===== src/rtl/mips_muldiv_pkg.sv =====
// -----------------------------------------------------------------------------
// mips_muldiv_pkg
// Shared definitions for the multi-cycle multiply/divide unit:
//   - op codes carried on the 3-bit op bus (MD_MULT .. MD_MADDU)
//   - FSM state encoding (ST_IDLE, ST_CALC, ST_FIX, ST_DONE)
//   - helpers for op classification and the CALC iteration count
// -----------------------------------------------------------------------------
package mips_muldiv_pkg;

  localparam int OP_W = 3;

  localparam logic [OP_W-1:0] MD_MULT  = 3'd0;
  localparam logic [OP_W-1:0] MD_MULTU = 3'd1;
  localparam logic [OP_W-1:0] MD_DIV   = 3'd2;
  localparam logic [OP_W-1:0] MD_DIVU  = 3'd3;
  localparam logic [OP_W-1:0] MD_MTHI  = 3'd4;
  localparam logic [OP_W-1:0] MD_MTLO  = 3'd5;
  localparam logic [OP_W-1:0] MD_MADD  = 3'd6;
  localparam logic [OP_W-1:0] MD_MADDU = 3'd7;

  localparam logic [1:0] ST_IDLE = 2'd0;
  localparam logic [1:0] ST_CALC = 2'd1;
  localparam logic [1:0] ST_FIX  = 2'd2;
  localparam logic [1:0] ST_DONE = 2'd3;

  // Number of CALC iterations: one quotient bit per cycle for divides,
  // mbpc multiplier bits per cycle for multiplies.
  function automatic int unsigned md_iter_count(input logic        is_div,
                                                input int unsigned xlen,
                                                input int unsigned mbpc);
    return is_div ? xlen : (xlen / mbpc);
  endfunction

  function automatic logic md_is_div(input logic [OP_W-1:0] op);
    return (op == MD_DIV) || (op == MD_DIVU);
  endfunction

  function automatic logic md_is_signed(input logic [OP_W-1:0] op);
    return (op == MD_MULT) || (op == MD_DIV) || (op == MD_MADD);
  endfunction

endpackage


===== src/rtl/mips_muldiv_if.sv =====
// -----------------------------------------------------------------------------
// mips_muldiv_if
// Handshake/data bundle between the EX stage (master) and the multiply/divide
// unit (slave).
//   start   master->slave  launch request, honoured only while the unit is idle
//   op      master->slave  MD_* op code
//   Rdata1  master->slave  rs operand (multiplicand / dividend / MTHI-MTLO data)
//   Rdata2  master->slave  rt operand (multiplier / divisor)
//   busy    slave->master  operation in progress (CALC or FIX)
//   done    slave->master  one-cycle completion pulse
//   div0    slave->master  sticky divide-by-zero flag
//   hi, lo  slave->master  architectural HI/LO registers
// -----------------------------------------------------------------------------
interface mips_muldiv_if
  import mips_muldiv_pkg::*;
#(
  parameter int XLEN = 32
);

  logic            start;
  logic [OP_W-1:0] op;
  logic [XLEN-1:0] Rdata1;
  logic [XLEN-1:0] Rdata2;
  logic            busy;
  logic            done;
  logic            div0;
  logic [XLEN-1:0] hi;
  logic [XLEN-1:0] lo;

  modport master (
    output start, op, Rdata1, Rdata2,
    input  busy, done, div0, hi, lo
  );

  modport slave (
    input  start, op, Rdata1, Rdata2,
    output busy, done, div0, hi, lo
  );

endinterface


===== src/rtl/mips_div_step.sv =====
// -----------------------------------------------------------------------------
// mips_div_step
// One combinational restoring-division step on magnitudes.
//   rem_in        partial remainder (always < divisor in normal operation)
//   divisor       divisor magnitude
//   dividend_bit  next dividend bit shifted into the remainder
//   rem_out       new partial remainder
//   q_bit         quotient bit produced by this step
// -----------------------------------------------------------------------------
module mips_div_step
  import mips_muldiv_pkg::*;
#(
  parameter int XLEN = 32
) (
  input  logic [XLEN-1:0] rem_in,
  input  logic [XLEN-1:0] divisor,
  input  logic            dividend_bit,
  output logic [XLEN-1:0] rem_out,
  output logic            q_bit
);

  logic [XLEN:0] shifted;
  logic [XLEN:0] trial;

  assign shifted = {rem_in, dividend_bit};
  assign trial   = shifted - {1'b0, divisor};

  // The borrow out of the trial subtraction decides the quotient bit. With a
  // zero divisor the trial never borrows, so the quotient fills with ones and
  // the dividend ends up in the remainder.
  assign q_bit   = ~trial[XLEN];
  assign rem_out = q_bit ? trial[XLEN-1:0] : shifted[XLEN-1:0];

endmodule


===== src/rtl/mips_muldiv_unit.sv =====
// -----------------------------------------------------------------------------
// mips_muldiv_unit
// Multi-cycle multiply/divide unit owning the architectural HI/LO registers.
//   CLK   rising-edge clock
//   RST   asynchronous, active-high reset; aborts any operation in flight
//   bus   mips_muldiv_if.slave: start/op/Rdata1/Rdata2 in,
//         busy/done/div0/hi/lo out
// Parameters:
//   XLEN                operand width (even, >= 8)
//   MUL_BITS_PER_CYCLE  multiplier bits retired per CALC cycle (1, 2 or 4)
// Build option:
//   MULDIV_MADD_EN      when defined, MADD/MADDU accumulate the product into
//                       {hi,lo}; otherwise they behave as MULT/MULTU.
// Flow: IDLE -> CALC (N iterations) -> FIX (sign fix-up, HI/LO write)
//       -> DONE (done pulse) -> IDLE. MTHI/MTLO complete directly from IDLE.
// -----------------------------------------------------------------------------
module mips_muldiv_unit
  import mips_muldiv_pkg::*;
#(
  parameter int XLEN               = 32,
  parameter int MUL_BITS_PER_CYCLE = 1
) (
  input  logic         CLK,
  input  logic         RST,
  mips_muldiv_if.slave bus
);

  localparam int MBPC  = MUL_BITS_PER_CYCLE;
  localparam int CNT_W = $clog2(XLEN + 1);

  localparam logic [CNT_W-1:0] MUL_ITERS =
    CNT_W'(md_iter_count(1'b0, XLEN, MBPC));
  localparam logic [CNT_W-1:0] DIV_ITERS =
    CNT_W'(md_iter_count(1'b1, XLEN, MBPC));

  // ---------------------------------------------------------------------------
  // State and shadow registers
  // ---------------------------------------------------------------------------
  logic [1:0]        state;
  logic [CNT_W-1:0]  cnt;
  logic [2*XLEN-1:0] prod;     // mul: {partial sum, multiplier}; div: {rem, dividend/quotient}
  logic [XLEN-1:0]   opnd;     // multiplicand or divisor magnitude
  logic              is_div;
  logic              neg_lo;   // negate product / quotient in FIX
  logic              neg_hi;   // negate remainder in FIX
  logic [XLEN-1:0]   hi_q;
  logic [XLEN-1:0]   lo_q;
  logic              div0_q;
`ifdef MULDIV_MADD_EN
  logic              is_acc;
`endif

  // ---------------------------------------------------------------------------
  // Launch-time operand conditioning
  // ---------------------------------------------------------------------------
  logic            l_is_div;
  logic            b_zero;
  logic            l_signed;
  logic            a_neg;
  logic            b_neg;
  logic [XLEN-1:0] a_mag;
  logic [XLEN-1:0] b_mag;

  assign l_is_div = md_is_div(bus.op);
  assign b_zero   = (bus.Rdata2 == '0);
  // A divide by zero runs unsigned so the result is the raw restoring outcome
  // (quotient all ones, remainder = Rdata1) for DIV and DIVU alike.
  assign l_signed = md_is_signed(bus.op) && !(l_is_div && b_zero);
  assign a_neg    = l_signed && bus.Rdata1[XLEN-1];
  assign b_neg    = l_signed && bus.Rdata2[XLEN-1];
  assign a_mag    = a_neg ? -bus.Rdata1 : bus.Rdata1;
  assign b_mag    = b_neg ? -bus.Rdata2 : bus.Rdata2;

  // ---------------------------------------------------------------------------
  // Shift-add multiply step: retire MBPC multiplier bits from the bottom of
  // prod, add the scaled multiplicand to the upper half, shift right by MBPC.
  // ---------------------------------------------------------------------------
  logic [XLEN+MBPC-1:0] mul_addend;
  logic [XLEN+MBPC-1:0] mul_sum;
  logic [2*XLEN-1:0]    mul_next;

  // NOTE: every signal driven in always_comb gets a default on entry so no
  // path leaves it unassigned, which would otherwise infer a latch.
  always_comb begin
    mul_addend = '0;
    for (int b = 0; b < MBPC; b++) begin
      if (prod[b]) begin
        mul_addend = mul_addend + ({{MBPC{1'b0}}, opnd} << b);
      end
    end
    mul_sum = {{MBPC{1'b0}}, prod[2*XLEN-1:XLEN]} + mul_addend;
  end

  assign mul_next = {mul_sum, prod[XLEN-1:MBPC]};

  // ---------------------------------------------------------------------------
  // Restoring divide step: dividend MSB shifts into the remainder, quotient
  // bit shifts into the vacated LSB.
  // ---------------------------------------------------------------------------
  logic [XLEN-1:0]   div_rem;
  logic              div_q;
  logic [2*XLEN-1:0] div_next;

  mips_div_step #(
    .XLEN(XLEN)
  ) u_div_step (
    .rem_in       (prod[2*XLEN-1:XLEN]),
    .divisor      (opnd),
    .dividend_bit (prod[XLEN-1]),
    .rem_out      (div_rem),
    .q_bit        (div_q)
  );

  assign div_next = {div_rem, prod[XLEN-2:0], div_q};

  // ---------------------------------------------------------------------------
  // FIX-stage result: sign correction and optional accumulation
  // ---------------------------------------------------------------------------
  logic [XLEN-1:0]   quo_fix;
  logic [XLEN-1:0]   rem_fix;
  logic [2*XLEN-1:0] fix_result;

  assign quo_fix = neg_lo ? -prod[XLEN-1:0] : prod[XLEN-1:0];
  assign rem_fix = neg_hi ? -prod[2*XLEN-1:XLEN] : prod[2*XLEN-1:XLEN];

  always_comb begin
    fix_result = is_div ? {rem_fix, quo_fix} : (neg_lo ? -prod : prod);
`ifdef MULDIV_MADD_EN
    if (is_acc) begin
      fix_result = fix_result + {hi_q, lo_q};
    end
`endif
  end

  // ---------------------------------------------------------------------------
  // Control FSM and register updates
  // ---------------------------------------------------------------------------
  // NOTE: sequential state uses non-blocking assignments so every register
  // samples pre-edge values, independent of statement order.
  always_ff @(posedge CLK or posedge RST) begin
    if (RST) begin
      // NOTE: the shadow registers are reset along with the architectural
      // ones so an aborted operation leaves nothing behind.
      state  <= ST_IDLE;
      cnt    <= '0;
      prod   <= '0;
      opnd   <= '0;
      is_div <= 1'b0;
      neg_lo <= 1'b0;
      neg_hi <= 1'b0;
      hi_q   <= '0;
      lo_q   <= '0;
      div0_q <= 1'b0;
`ifdef MULDIV_MADD_EN
      is_acc <= 1'b0;
`endif
    end else begin
      case (state)
        ST_IDLE: begin
          if (bus.start) begin
            div0_q <= l_is_div && b_zero;
            case (bus.op)
              MD_MTHI: hi_q <= bus.Rdata1;
              MD_MTLO: lo_q <= bus.Rdata1;
              default: begin
                state  <= ST_CALC;
                cnt    <= '0;
                is_div <= l_is_div;
                neg_lo <= a_neg ^ b_neg;
                neg_hi <= l_is_div && a_neg;
                if (l_is_div) begin
                  opnd <= b_mag;
                  prod <= {{XLEN{1'b0}}, a_mag};
                end else begin
                  opnd <= a_mag;
                  prod <= {{XLEN{1'b0}}, b_mag};
                end
`ifdef MULDIV_MADD_EN
                is_acc <= (bus.op == MD_MADD) || (bus.op == MD_MADDU);
`endif
              end
            endcase
          end
        end

        ST_CALC: begin
          if (cnt == (is_div ? DIV_ITERS : MUL_ITERS)) begin
            state <= ST_FIX;
          end else begin
            prod <= is_div ? div_next : mul_next;
            cnt  <= cnt + 1'b1;
          end
        end

        ST_FIX: begin
          hi_q  <= fix_result[2*XLEN-1:XLEN];
          lo_q  <= fix_result[XLEN-1:0];
          state <= ST_DONE;
        end

        default: begin
          state <= ST_IDLE;
        end
      endcase
    end
  end

  assign bus.busy = (state == ST_CALC) || (state == ST_FIX);
  assign bus.done = (state == ST_DONE);
  assign bus.div0 = div0_q;
  assign bus.hi   = hi_q;
  assign bus.lo   = lo_q;

endmodule


===== src/flat_wrapper.sv =====
// flat-port wrapper written by rule: the top's interface ports become plain ports
module mips_muldiv_unit_flat import mips_muldiv_pkg::*;
#(
  parameter int XLEN               = 32,
  parameter int MUL_BITS_PER_CYCLE = 1
)
  (CLK, RST, bus_start, bus_op, bus_Rdata1, bus_Rdata2, bus_busy, bus_done, bus_div0, bus_hi, bus_lo);
  mips_muldiv_if #(.XLEN(XLEN)) bus_i ();
  input  logic CLK;
  input  logic RST;
  input wire logic [$bits(bus_i.start)-1:0] bus_start;
  input wire logic [$bits(bus_i.op)-1:0] bus_op;
  input wire logic [$bits(bus_i.Rdata1)-1:0] bus_Rdata1;
  input wire logic [$bits(bus_i.Rdata2)-1:0] bus_Rdata2;
  output wire logic [$bits(bus_i.busy)-1:0] bus_busy;
  output wire logic [$bits(bus_i.done)-1:0] bus_done;
  output wire logic [$bits(bus_i.div0)-1:0] bus_div0;
  output wire logic [$bits(bus_i.hi)-1:0] bus_hi;
  output wire logic [$bits(bus_i.lo)-1:0] bus_lo;
  assign bus_i.start = bus_start;
  assign bus_i.op = bus_op;
  assign bus_i.Rdata1 = bus_Rdata1;
  assign bus_i.Rdata2 = bus_Rdata2;
  assign bus_busy = bus_i.busy;
  assign bus_done = bus_i.done;
  assign bus_div0 = bus_i.div0;
  assign bus_hi = bus_i.hi;
  assign bus_lo = bus_i.lo;
  mips_muldiv_unit #(.XLEN(XLEN), .MUL_BITS_PER_CYCLE(MUL_BITS_PER_CYCLE)) u_core (.CLK(CLK), .RST(RST), .bus(bus_i));
endmodule

===== config.mk =====
export PLATFORM = sky130hd
export DESIGN_NAME = mips_muldiv_unit_flat
export DESIGN_NICKNAME = d
export VERILOG_FILES = /design/src/rtl/mips_muldiv_pkg.sv /design/src/rtl/mips_muldiv_if.sv /design/src/rtl/mips_div_step.sv /design/src/rtl/mips_muldiv_unit.sv /design/src/flat_wrapper.sv
export SDC_FILE = /design/constraint.sdc
export NUM_CORES = 1
export LEC_CHECK = 0
export CAP_MARGIN = 20
export CORE_MARGIN = 2
export CORE_UTILIZATION = 54
export DETAILED_ROUTE_END_ITERATION = 7
export PLACE_DENSITY = 0.84
export SLEW_MARGIN = 5
export SYNTH_ARGS = -nofsm -noshare
export SYNTH_HDL_FRONTEND = slang
export SYNTH_HIERARCHICAL = 1
export SYNTH_SLANG_ARGS = --single-unit

===== constraint.sdc =====
create_clock -name CLK -period 6.85 [get_ports CLK]
set_input_delay 2.055 -clock CLK [delete_from_list [all_inputs] [get_ports CLK]]
set_output_delay 2.055 -clock CLK [all_outputs]
set_load 0.03 [all_outputs]

==> results.md <==
* Status: finished, final reports clean
* Seq/Total Area, Yosys at 27.94%
* Filler cell count at 2443
* Placer Congestion at 1.047
* Initial Utilization at 55.15%
* Core ar. at 27930 sq um
* Syn avg cell area at 8.066 sq um
* HP Class: flop to flop
* Synth top cells by count: dfrtp_1, o21ai_0, nor2_1
* Final Cycle Share at 75.20%
* Chip width at 172.9 um
* CTS Buf Count at 17
* Post-synthesis async set-or-reset flop share at 100.0%
* Fraction of layout instances using a drive strength above 1 at 6.876%
* Vias/cell at 6.721
* Final Max Tran Viols at 0
* CP max stage delay at 0.80 ns
* Clk pin slew, worst setup/hold paths at 0.09 ns
* RSZ-0062 raised after global routing: false
* Gr busiest metal: met2
* Startpoint class of the critical path: primary input
* Synthesized area at 15410 sq um
* Post-synth EDFFs at 0
* Largest net degree at the start of global routing at 95
* 1st-pass router iterations at 7
* Final core utilization at 62.68%
* Clock sink count at 172
* Post-synth top area share at 27.94%
* I/O pin count at 137
* Worst-path fanout max at 33
* DP Cell Count at 2323
* Vias in the first global route at 14710
* TritonCTS clock tree: done
* Residual DRC at 0
* Predominant post-synthesis flop cell: dfrtp_1
* Fmax at 194.1 MHz
* Max_cap viols at 0
* DIE HEIGHT at 172.9 um
* Leak at 7.483 nW
* Antenna violations before repair at 0
* Area Growth Syn to Fin at 13.66%
* First-pass GRT wire length at 87.66 mm
* CP cell instances: clkdlybuf4s50_1 -> nor2b_1 -> nor2_1 -> buf_4 -> nand2_1 -> buf_4 -> nand2_1 -> o21ai_0 -> a221oi_1
* CTS Root Cell: clkbuf_16
* Worst Setup SP: bus_op[2]
* Post-DP HPWL at 43.61 mm
* Relative slew slack at 21.50%
* CP Capture Type: flop
* Final setup fails at 0
* Total GRT Usage at 37.82%
* DR WL/cell at 24.64 um
* Final cell count without fillers at 2357
* Arrival time worst endpoint at 5.46 ns
* Pwr Density at 529.1 nW/um^2
* Top cell type by total area after synthesis: dfrtp_1
* Met1 usage at 50.75%
* Hold Startpoint: u_core/bus.lo[21]
* CP Class: primary input to flop
* PostCTS Resize Cnt at 0
* Slowest cell on crit path: nand2_1
* M3 GR Usage at 11.59%
* # hold bufs at CTS at 0
* Unique cell type count in the Yosys netlist at 97
* Post-synthesis cell count at 1910
* Total Wirelength at 58.07 mm
* Post-route minimum period at 5.151 ns
* Clk_lat worst skew at 0.45 ns
* Worst hold slack at 0.4841 ns
* Total power at 9.264 mW
* Synthesized net count at 2056
* Setup tns final at 0 ns
* Largest cells by area after synthesis: dfrtp_1, ha_1, o21ai_0
* Starting DRT DRC Count at 2283
* Count leader, synth: dfrtp_1
* Aggregate global routing overflow at 0
* Clock tree buffer depth at 2
* Layout Nets at 2111
* CP required at 7.16 ns
* Die area at 29900 sq um
* Postcts setup bufs at 0
* #FFs+latches synth at 172
* Skew final at 0.01666 ns
* ANT nets after route at 0
* Grt met2 use at 54.53%
* Port bufs at 136
* Syn. warnings at 6
* Final hold vios at 0
* Peak VDD IR at 0.2458 mV
* Reg2Reg Launch Point: u_core/prod[31]
* Vias at 15842
* Actual slew at the worst max-slew pin at 1.175 ns
* Number of core rows at 61
* CTS H-tree depth at 4
critical path, delay by kind of cell:
kind / cells / cell delay (ns)
buffers and inverters: 3 / 1.37
and+or+nand+nor: 4 / 1.35
AOI/OAI and AO/OA: 2 / 0.63
report_power, final:
| group | switching, mW | internal [mW] | total [mW] |
|---|---|---|---|
| Clock | 0.517 | 0.501 | 1.02 |
| Combinational | 3.60 | 2.40 | 6.01 |
| Sequential | 0.770 | 1.47 | 2.24 |
per-stage QoR:
| step | setup slack, ns | instance area (sq um) |
|---|---|---|
| 2_1_floorplan | 0.1349 | 15410 |
| 3_3_place_gp | 1.547 | 16880 |
| 3_5_place_dp | 1.479 | 16880 |
| 4_1_cts | 1.939 | 17500 |
| 5_1_grt | 1.618 | 17510 |
| 6_report | 1.699 | 17510 |
registers in the layout (all words and copies together) (netlist names):
signal / flops
u_core/bus.lo: 32
u_core/cnt: 6
u_core/bus.hi: 32
u_core/prod: 64
u_core/bus.div0: 1
u_core/neg_lo: 1
u_core/state: 2
u_core/is_div: 1
u_core/neg_hi: 1
u_core/opnd: 32
path summary, 6_finish.rpt:
path	endpoint	slack, ns	cells past startpoint
worst max-delay path	u_core/prod[13]	1.70	9
worst max register to register	u_core/prod[48]	2.16	15
max in group asynchronous	u_core/is_div	3.67	3
worst min register to register	u_core/bus.lo[21]	0.48	1
min in group asynchronous	u_core/bus.lo[14]	2.17	2
worst min-delay path	u_core/bus.lo[21]	0.48	1
cell families (layout without fill, tap and decap cells):
family	after synthesis	after routing	synth area share (%)
other	0	1	0
flip-flops	172	172	27.94
adder cells (fa/ha/maj)	76	76	6.270
buffers and inverters	191	259	5.368
multiplexers	75	75	5.774
XOR/XNOR	169	169	9.608
AO/OA/AOI/OAI	608	608	25.34
AND/OR/NAND/NOR	619	619	19.70
final cells by class:
class,instances,area (sq um),area share (%)
clock inverter,15,190.2,1.086
sequential,172,4305,24.59
inverter,72,282.8,1.615
tap,378,473.0,2.701
multi-input combinational,1547,10310,58.91
antenna,1,2.502,0.01429
timing repair buffer,155,1516,8.660
clock buffer,17,425.4,2.429
layout by cell type (no fill, tap or decap), drive strengths merged, types with 74 or more instances in the layout:
cell           count
clkdlybuf4s50    136
nor2             162
a21oi            143
nand2            153
inv               79
xor2              90
xnor2             79
o21ai            178
nand3             80
ha                74
dfrtp            172
metal layers:
layer / share of wire [%] / routed length (um) / vias up
li1: - / - / 7077
met1: 39 / 22710 / 7429
met2: 41 / 23840 / 1136
met3: 14 / 8121 / 200
met4: 5.9 / 3402 / 0
met5: 0 / 0 / -
Power figures use the tool's default switching activity.
